===== src/rtl/sonar_pkg.sv =====
// Shared defaults and types for the sonar channel sequencer.
// Holds channel/data/frame widths and the sequencer state enum.
package sonar_pkg;

  localparam int N_CH   = 8;
  localparam int DATA_W = 24;
  localparam int FRM_W  = 16;
  localparam int CH_W   = $clog2(N_CH);

  typedef enum logic [1:0] {
    IDLE,
    RUN,
    STOP
  } seq_state_t;

endpackage


===== src/rtl/chan_sequencer_axis_out_reg.sv =====
// axis_out_reg: single-entry AXI-Stream register slice (tdata/tuser/tlast).
// Ports: s_* load side, m_* drain side; s_ready_o = empty or draining.
module axis_out_reg #(
  parameter int DATA_W = 24,
  parameter int USER_W = 3
) (
  input  logic              clk_i,
  input  logic              rst_ni,
  input  logic              s_valid_i,
  output logic              s_ready_o,
  input  logic [DATA_W-1:0] s_data_i,
  input  logic [USER_W-1:0] s_user_i,
  input  logic              s_last_i,
  output logic              m_valid_o,
  input  logic              m_ready_i,
  output logic [DATA_W-1:0] m_data_o,
  output logic [USER_W-1:0] m_user_o,
  output logic              m_last_o
);

  logic              valid_q;
  logic [DATA_W-1:0] data_q;
  logic [USER_W-1:0] user_q;
  logic              last_q;

  assign s_ready_o = !valid_q || m_ready_i;
  assign m_valid_o = valid_q;
  assign m_data_o  = data_q;
  assign m_user_o  = user_q;
  assign m_last_o  = last_q;

  always_ff @(posedge clk_i or negedge rst_ni) begin
    if (!rst_ni) begin
      valid_q <= 1'b0;
      data_q  <= '0;
      user_q  <= '0;
      last_q  <= 1'b0;
    end else if (s_valid_i && s_ready_o) begin
      valid_q <= 1'b1;
      data_q  <= s_data_i;
      user_q  <= s_user_i;
      last_q  <= s_last_i;
    end else if (m_ready_i) begin
      valid_q <= 1'b0;
    end
  end

endmodule


===== src/rtl/chan_sequencer.sv =====
// chan_sequencer: round-robin N_CH-to-1 AXI-Stream interleaver with packets.
// Ports: s_axis_* per-channel inputs, m_axis_* tagged output, enable/busy/pkt_count.
module chan_sequencer
  import sonar_pkg::*;
#(
  parameter int N_CH   = sonar_pkg::N_CH,
  parameter int DATA_W = sonar_pkg::DATA_W,
  parameter int FRM_W  = sonar_pkg::FRM_W
) (
  input  logic                     s_axis_aclk,
  input  logic                     s_axis_aresetn,
  input  logic                     enable,
  input  logic [FRM_W-1:0]         pkt_frames,
  input  logic [N_CH*DATA_W-1:0]   s_axis_tdata,
  input  logic [N_CH-1:0]          s_axis_tvalid,
  output logic [N_CH-1:0]          s_axis_tready,
  output logic [DATA_W-1:0]        m_axis_tdata,
  output logic [$clog2(N_CH)-1:0]  m_axis_tuser,
  output logic                     m_axis_tlast,
  output logic                     m_axis_tvalid,
  input  logic                     m_axis_tready,
  output logic                     busy,
  output logic [31:0]              pkt_count
);

  localparam int CW = $clog2(N_CH);

  seq_state_t        state_q;
  logic [CW-1:0]     ch_q;
  logic [FRM_W-1:0]  frm_q;
  logic [FRM_W-1:0]  frm_len_q;
  logic [31:0]       pkt_cnt_q;

  logic              out_rdy;
  logic              accept;
  logic              last_ch;
  logic              last_frm;
  logic              pkt_end;
  logic [FRM_W-1:0]  len_d;
  logic [DATA_W-1:0] ch_data;

  // A zero frame count would never reach a packet end; run it as one.
  assign len_d    = (pkt_frames == '0) ? FRM_W'(1) : pkt_frames;
  assign last_ch  = (ch_q == CW'(N_CH - 1));
  assign last_frm = (frm_q == frm_len_q - FRM_W'(1));
  assign pkt_end  = accept && last_ch && last_frm;
  assign ch_data  = s_axis_tdata[int'(ch_q)*DATA_W +: DATA_W];

  // Ready depends only on state, ch and the output slice: no tvalid path.
  assign accept = (state_q != IDLE) && out_rdy && s_axis_tvalid[ch_q];
  assign s_axis_tready = ((state_q != IDLE) && out_rdy)
                       ? (N_CH'(1) << ch_q) : '0;

  assign busy      = (state_q != IDLE);
  assign pkt_count = pkt_cnt_q;

  always_ff @(posedge s_axis_aclk or negedge s_axis_aresetn) begin
    if (!s_axis_aresetn) begin
      state_q   <= IDLE;
      ch_q      <= '0;
      frm_q     <= '0;
      frm_len_q <= FRM_W'(1);
      pkt_cnt_q <= '0;
    end else begin
      if (accept) begin
        if (last_ch) begin
          ch_q <= '0;
          if (last_frm) begin
            frm_q     <= '0;
            pkt_cnt_q <= pkt_cnt_q + 32'd1;
          end else begin
            frm_q <= frm_q + FRM_W'(1);
          end
        end else begin
          ch_q <= ch_q + CW'(1);
        end
      end
      unique case (state_q)
        IDLE: begin
          if (enable) begin
            frm_len_q <= len_d;
            state_q   <= RUN;
          end
        end
        RUN: begin
          if (pkt_end) begin
            if (!enable) state_q <= IDLE;
            else         frm_len_q <= len_d;
          end else if (!enable) begin
            state_q <= STOP;
          end
        end
        STOP: begin
          if (pkt_end)     state_q <= IDLE;
          else if (enable) state_q <= RUN;
        end
        default: state_q <= IDLE;
      endcase
    end
  end

  axis_out_reg #(
    .DATA_W (DATA_W),
    .USER_W (CW)
  ) u_out (
    .clk_i     (s_axis_aclk),
    .rst_ni    (s_axis_aresetn),
    .s_valid_i (accept),
    .s_ready_o (out_rdy),
    .s_data_i  (ch_data),
    .s_user_i  (ch_q),
    .s_last_i  (last_frm),
    .m_valid_o (m_axis_tvalid),
    .m_ready_i (m_axis_tready),
    .m_data_o  (m_axis_tdata),
    .m_user_o  (m_axis_tuser),
    .m_last_o  (m_axis_tlast)
  );

endmodule


===== config.mk =====
export PLATFORM = sky130hd
export DESIGN_NAME = chan_sequencer
export DESIGN_NICKNAME = d
export VERILOG_FILES = /design/src/rtl/sonar_pkg.sv /design/src/rtl/chan_sequencer_axis_out_reg.sv /design/src/rtl/chan_sequencer.sv
export SDC_FILE = /design/constraint.sdc
export NUM_CORES = 1
export LEC_CHECK = 0
export ABC_AREA = 1
export CAP_MARGIN = 30
export CORE_ASPECT_RATIO = 2
export CORE_MARGIN = 2
export CORE_UTILIZATION = 45
export CTS_CLUSTER_SIZE = 12
export DETAILED_ROUTE_END_ITERATION = 12
export PLACE_DENSITY_LB_ADDON = 0.05
export SYNTH_ARGS = -nofsm -noshare
export SYNTH_HDL_FRONTEND = slang
export SYNTH_SLANG_ARGS = --single-unit
export TNS_END_PERCENT = 30

===== constraint.sdc =====
create_clock -name s_axis_aclk -period 2.57 [get_ports s_axis_aclk]
set_clock_uncertainty 0.2 [all_clocks]
set_input_delay 0.3855 -clock s_axis_aclk [delete_from_list [all_inputs] [get_ports s_axis_aclk]]
set_output_delay 0.3855 -clock s_axis_aclk [all_outputs]
set_load 0.03 [all_outputs]

==> results_dict.tcl <==
set metrics [dict create \
    preCtsSetupSlack_ns 0.08624 \
    seq_area_frac_synth_pct 33.72 \
    grt_start_max_net_pins 88 \
    die_area_sq_mm 0.01726 \
    fin_crit_ns 2.463 \
    synth_area_leaders "dfrtp_1, nand2_1, nor2_1, o21ai_0, xor2_1" \
    track_usage_pct 31.55 \
    p_leak_nw 4.605 \
    worstMarginPinSlew_ns 0.4931 \
    cts_max_path_buffers 2 \
    final_nets 1618 \
    drc_errors 0 \
    syn-num-nets 1338 \
    status "finished, final reports clean" \
    start_util_pct 46.11 \
    hold_violations 0 \
    hpwlAfterDp_um 21800 \
    cp.depth 6 \
    max-slew-margin-rel_pct 66.82 \
    clock_tree.root_cell "clkbuf_16" \
    antenna_found_initial 1 \
    endpoint "s_axis_tready[0]" \
    floorplan.die.height_um 183.8 \
    layout_setup_ws_ns 0.1072 \
    r2r-end "pkt_count[6]$_DFFE_PN0P_" \
    fin_crit_sh_pct 95.83 \
    multiInputGateArea_sq_mm 0.004257 \
    pin_count 290 \
    wirelength_um 26950 \
    rows 65 \
    synthDistinctLibCells 35 \
    post_drt_wl_per_cell_um 16.90 \
    antenna_left 0 \
    cpPeakStageDelay_ns 0.59 \
    place.gp.congestion 0.9399 \
    syn_area_sq_mm 0.007276 \
    clk_pin_slew_ns 0.07 \
    fillers 1448 \
    synth_area_leader_cell "dfrtp_1" \
    drv_cap 0 \
    crit_chain "inv_2, buf_12, ha_1, inv_1, nor2_1, buf_4" \
    final_common_cell "clkdlybuf4s50_1" \
    cp_slowest_cell "dfrtp_4" \
    slew_viol_final 0 \
    post-route-util_pct 68.71 \
    via_per_inst 5.339 \
    most-common-layout-cells "clkdlybuf4s50_1, nand2_1, nor2_1, o21ai_0, dfrtp_1" \
    critPathKind "reg2out" \
    path_max_fanout 50 \
    ys_ff_latch 98 \
    cp-end-kind "output pin" \
    gr-total-overflow 0 \
    first_global_vias 8440 \
    synthToLayoutAreaGrowth_pct 48.99 \
    powerDensity_mw_per_mm2 878.4 \
    fp.dieW_um 93.91 \
    syn_avg_cell_area_sq_um 6.561 \
    max_freq_ghz 0.4060 \
    cp_data_arrival_time_ns 1.88 \
    netlist_instances 1109 \
    detail_route.first_pass.iterations 5 \
    hp-class "in2async" \
    r2r_setup_slack_ns 0.13 \
    drive_above_1_share_pct 6.030 \
    dp.cells 1578 \
    setup_violations 0 \
    rsz0062_at_grt "true" \
    crit_required_ns 1.98 \
    critPathTopFamily "buffers and inverters" \
    r2r-start "frm_len_q[1]$_DFFE_PN0P_" \
    cts_tree "yes" \
    cts_setup_buffers 0 \
    ff_latch_area_sq_mm 0.002459 \
    yosysWarnings 0 \
    clock-sinks 98 \
    yosysTopAreaCellShare_pct 33.36 \
    timing.critical_path.from "ch_q[0]$_DFFE_PN0P_" \
    htree_levels 3 \
    num_vias 8516 \
    irDropWorstVdd_mv 0.6124 \
    drtIter0Drc 300 \
    core_sq_mm 0.01578 \
    clk_latency_ns 0.36 \
    worst_setup_path_start_kind "register" \
    port_buffers 289 \
    cp.buffers_inverters 4 \
    final_cells 1595 \
    rr_worst_depth 15 \
    grt_pass1_wl_um 42280 \
    cts_buffers 9 \
]
## worst min path at each step
stage	from	end	slack, ns	depth (start not counted)
5_1_grt	s_axis_aresetn	frm_len_q[2]$_DFFE_PN0P_	0.32	2
3_3_place_gp	s_axis_aresetn	frm_len_q[2]$_DFFE_PN0P_	0.12	1
2_1_floorplan	s_axis_aresetn	ch_q[0]$_DFFE_PN0P_	-0.11	0
4_1_cts	s_axis_aresetn	frm_q[9]$_DFFE_PN0P_	0.29	2
6_report	s_axis_aresetn	frm_len_q[4]$_DFFE_PN0P_	0.29	2
3_5_place_dp	s_axis_aresetn	frm_len_q[4]$_DFFE_PN0P_	0.12	1
## layout make-up
class | instances | share of cell area, %
diodes | 1 | 0.02308
clock buffers | 11 | 2.147
clock inverters | 4 | 0.4732
inverters | 97 | 3.359
multi-input cells | 860 | 39.27
flip-flops and latches | 98 | 22.68
well taps | 201 | 2.320
repair buffers | 323 | 29.73
## sequential cells by signal, indices dropped and copies added (netlist names)
signal and cells:
ch_q 3, frm_len_q 16, frm_q 16, pkt_count 32, state_q 2, u_out.m_data_o 24, u_out.m_last_o 1, u_out.m_user_o 3
u_out.m_valid_o 1
## cells in the mapped netlist
cell,n
xnor2_1,11
buf_4,1
clkbuf_1,38
nand3_2,1
buf_6,1
nor2_4,3
o21ai_0,122
o21ai_1,28
nand2_1,251
nor2_2,4
a31oi_1,25
nor4_1,13
clkinv_1,1
dfrtp_1,97
o21ai_2,1
xor2_1,41
and3_1,6
nand4_1,15
nand2_4,2
nand3b_1,6
nand2_2,4
nor3_1,21
dfstp_2,1
o22ai_1,48
inv_2,4
nor3_2,1
inv_1,92
buf_2,9
nand3_1,49
ha_1,9
nand3_4,1
nor2_1,195
or2_2,2
buf_1,5
a41o_1,1
## where the power goes
part / switching (mW) / internal (mW) / leakage (nW) / total [mW]
clock: 0.603 / 0.753 / 0.136 / 1.36
sequential: 0.430 / 1.99 / 1.20 / 2.42
combinational: 3.53 / 2.22 / 3.27 / 5.75
total: 4.56 / 4.96 / 4.61 / 9.52
## cells by family after synthesis
family | synth area share [%]
AND/OR/NAND/NOR | 33.52
AO/OA/AOI/OAI | 16.85
buffers and inverters | 8.100
flip-flops | 33.72
XOR/XNOR | 6.260
adder cells (fa/ha/maj) | 1.548
## worst reg2reg max path: cells and delay by family (launching register included)
family                     cells  cell delay (ns)
DFF                            1             0.40
AOI/OAI and AO/OA              1             0.06
and+or+nand+nor               10             1.04
adders and majority gates      1             0.15
buffers and inverters          3             0.47
## stage by stage
stage	setup TNS, ns	hold WS, ns	total power [mW]	area, sq um
after floorplan	0	-0.1101	6.005	7276
after global placement	0	0.1179	8.060	10510
after detailed placement	0	0.1218	8.138	10510
after CTS	0	0.2935	9.499	10800
after global routing	-0.9152	0.3184	10.25	10840
final	0	0.2865	9.522	10840
## routing by layer
layer | routed length (um) | vias up | global-route usage (%) | share of wire (%)
li1 | - | 4216 | - | -
met4 | 1441 | 0 | 18.78 | 5.3
met3 | 1584 | 75 | 6.765 | 5.9
met1 | 9417 | 3907 | 32.78 | 35
met2 | 14510 | 318 | 56.69 | 54
met5 | 0 | - | 0 | 0
## what timing repair did
action	CTS	global route
endpoints found under the setup margin	0	62
hold buffers	1	0
hold endpoints to repair	23	0
gates resized for setup	0	7
No activity file was read; power rests on OpenSTA's default activity.
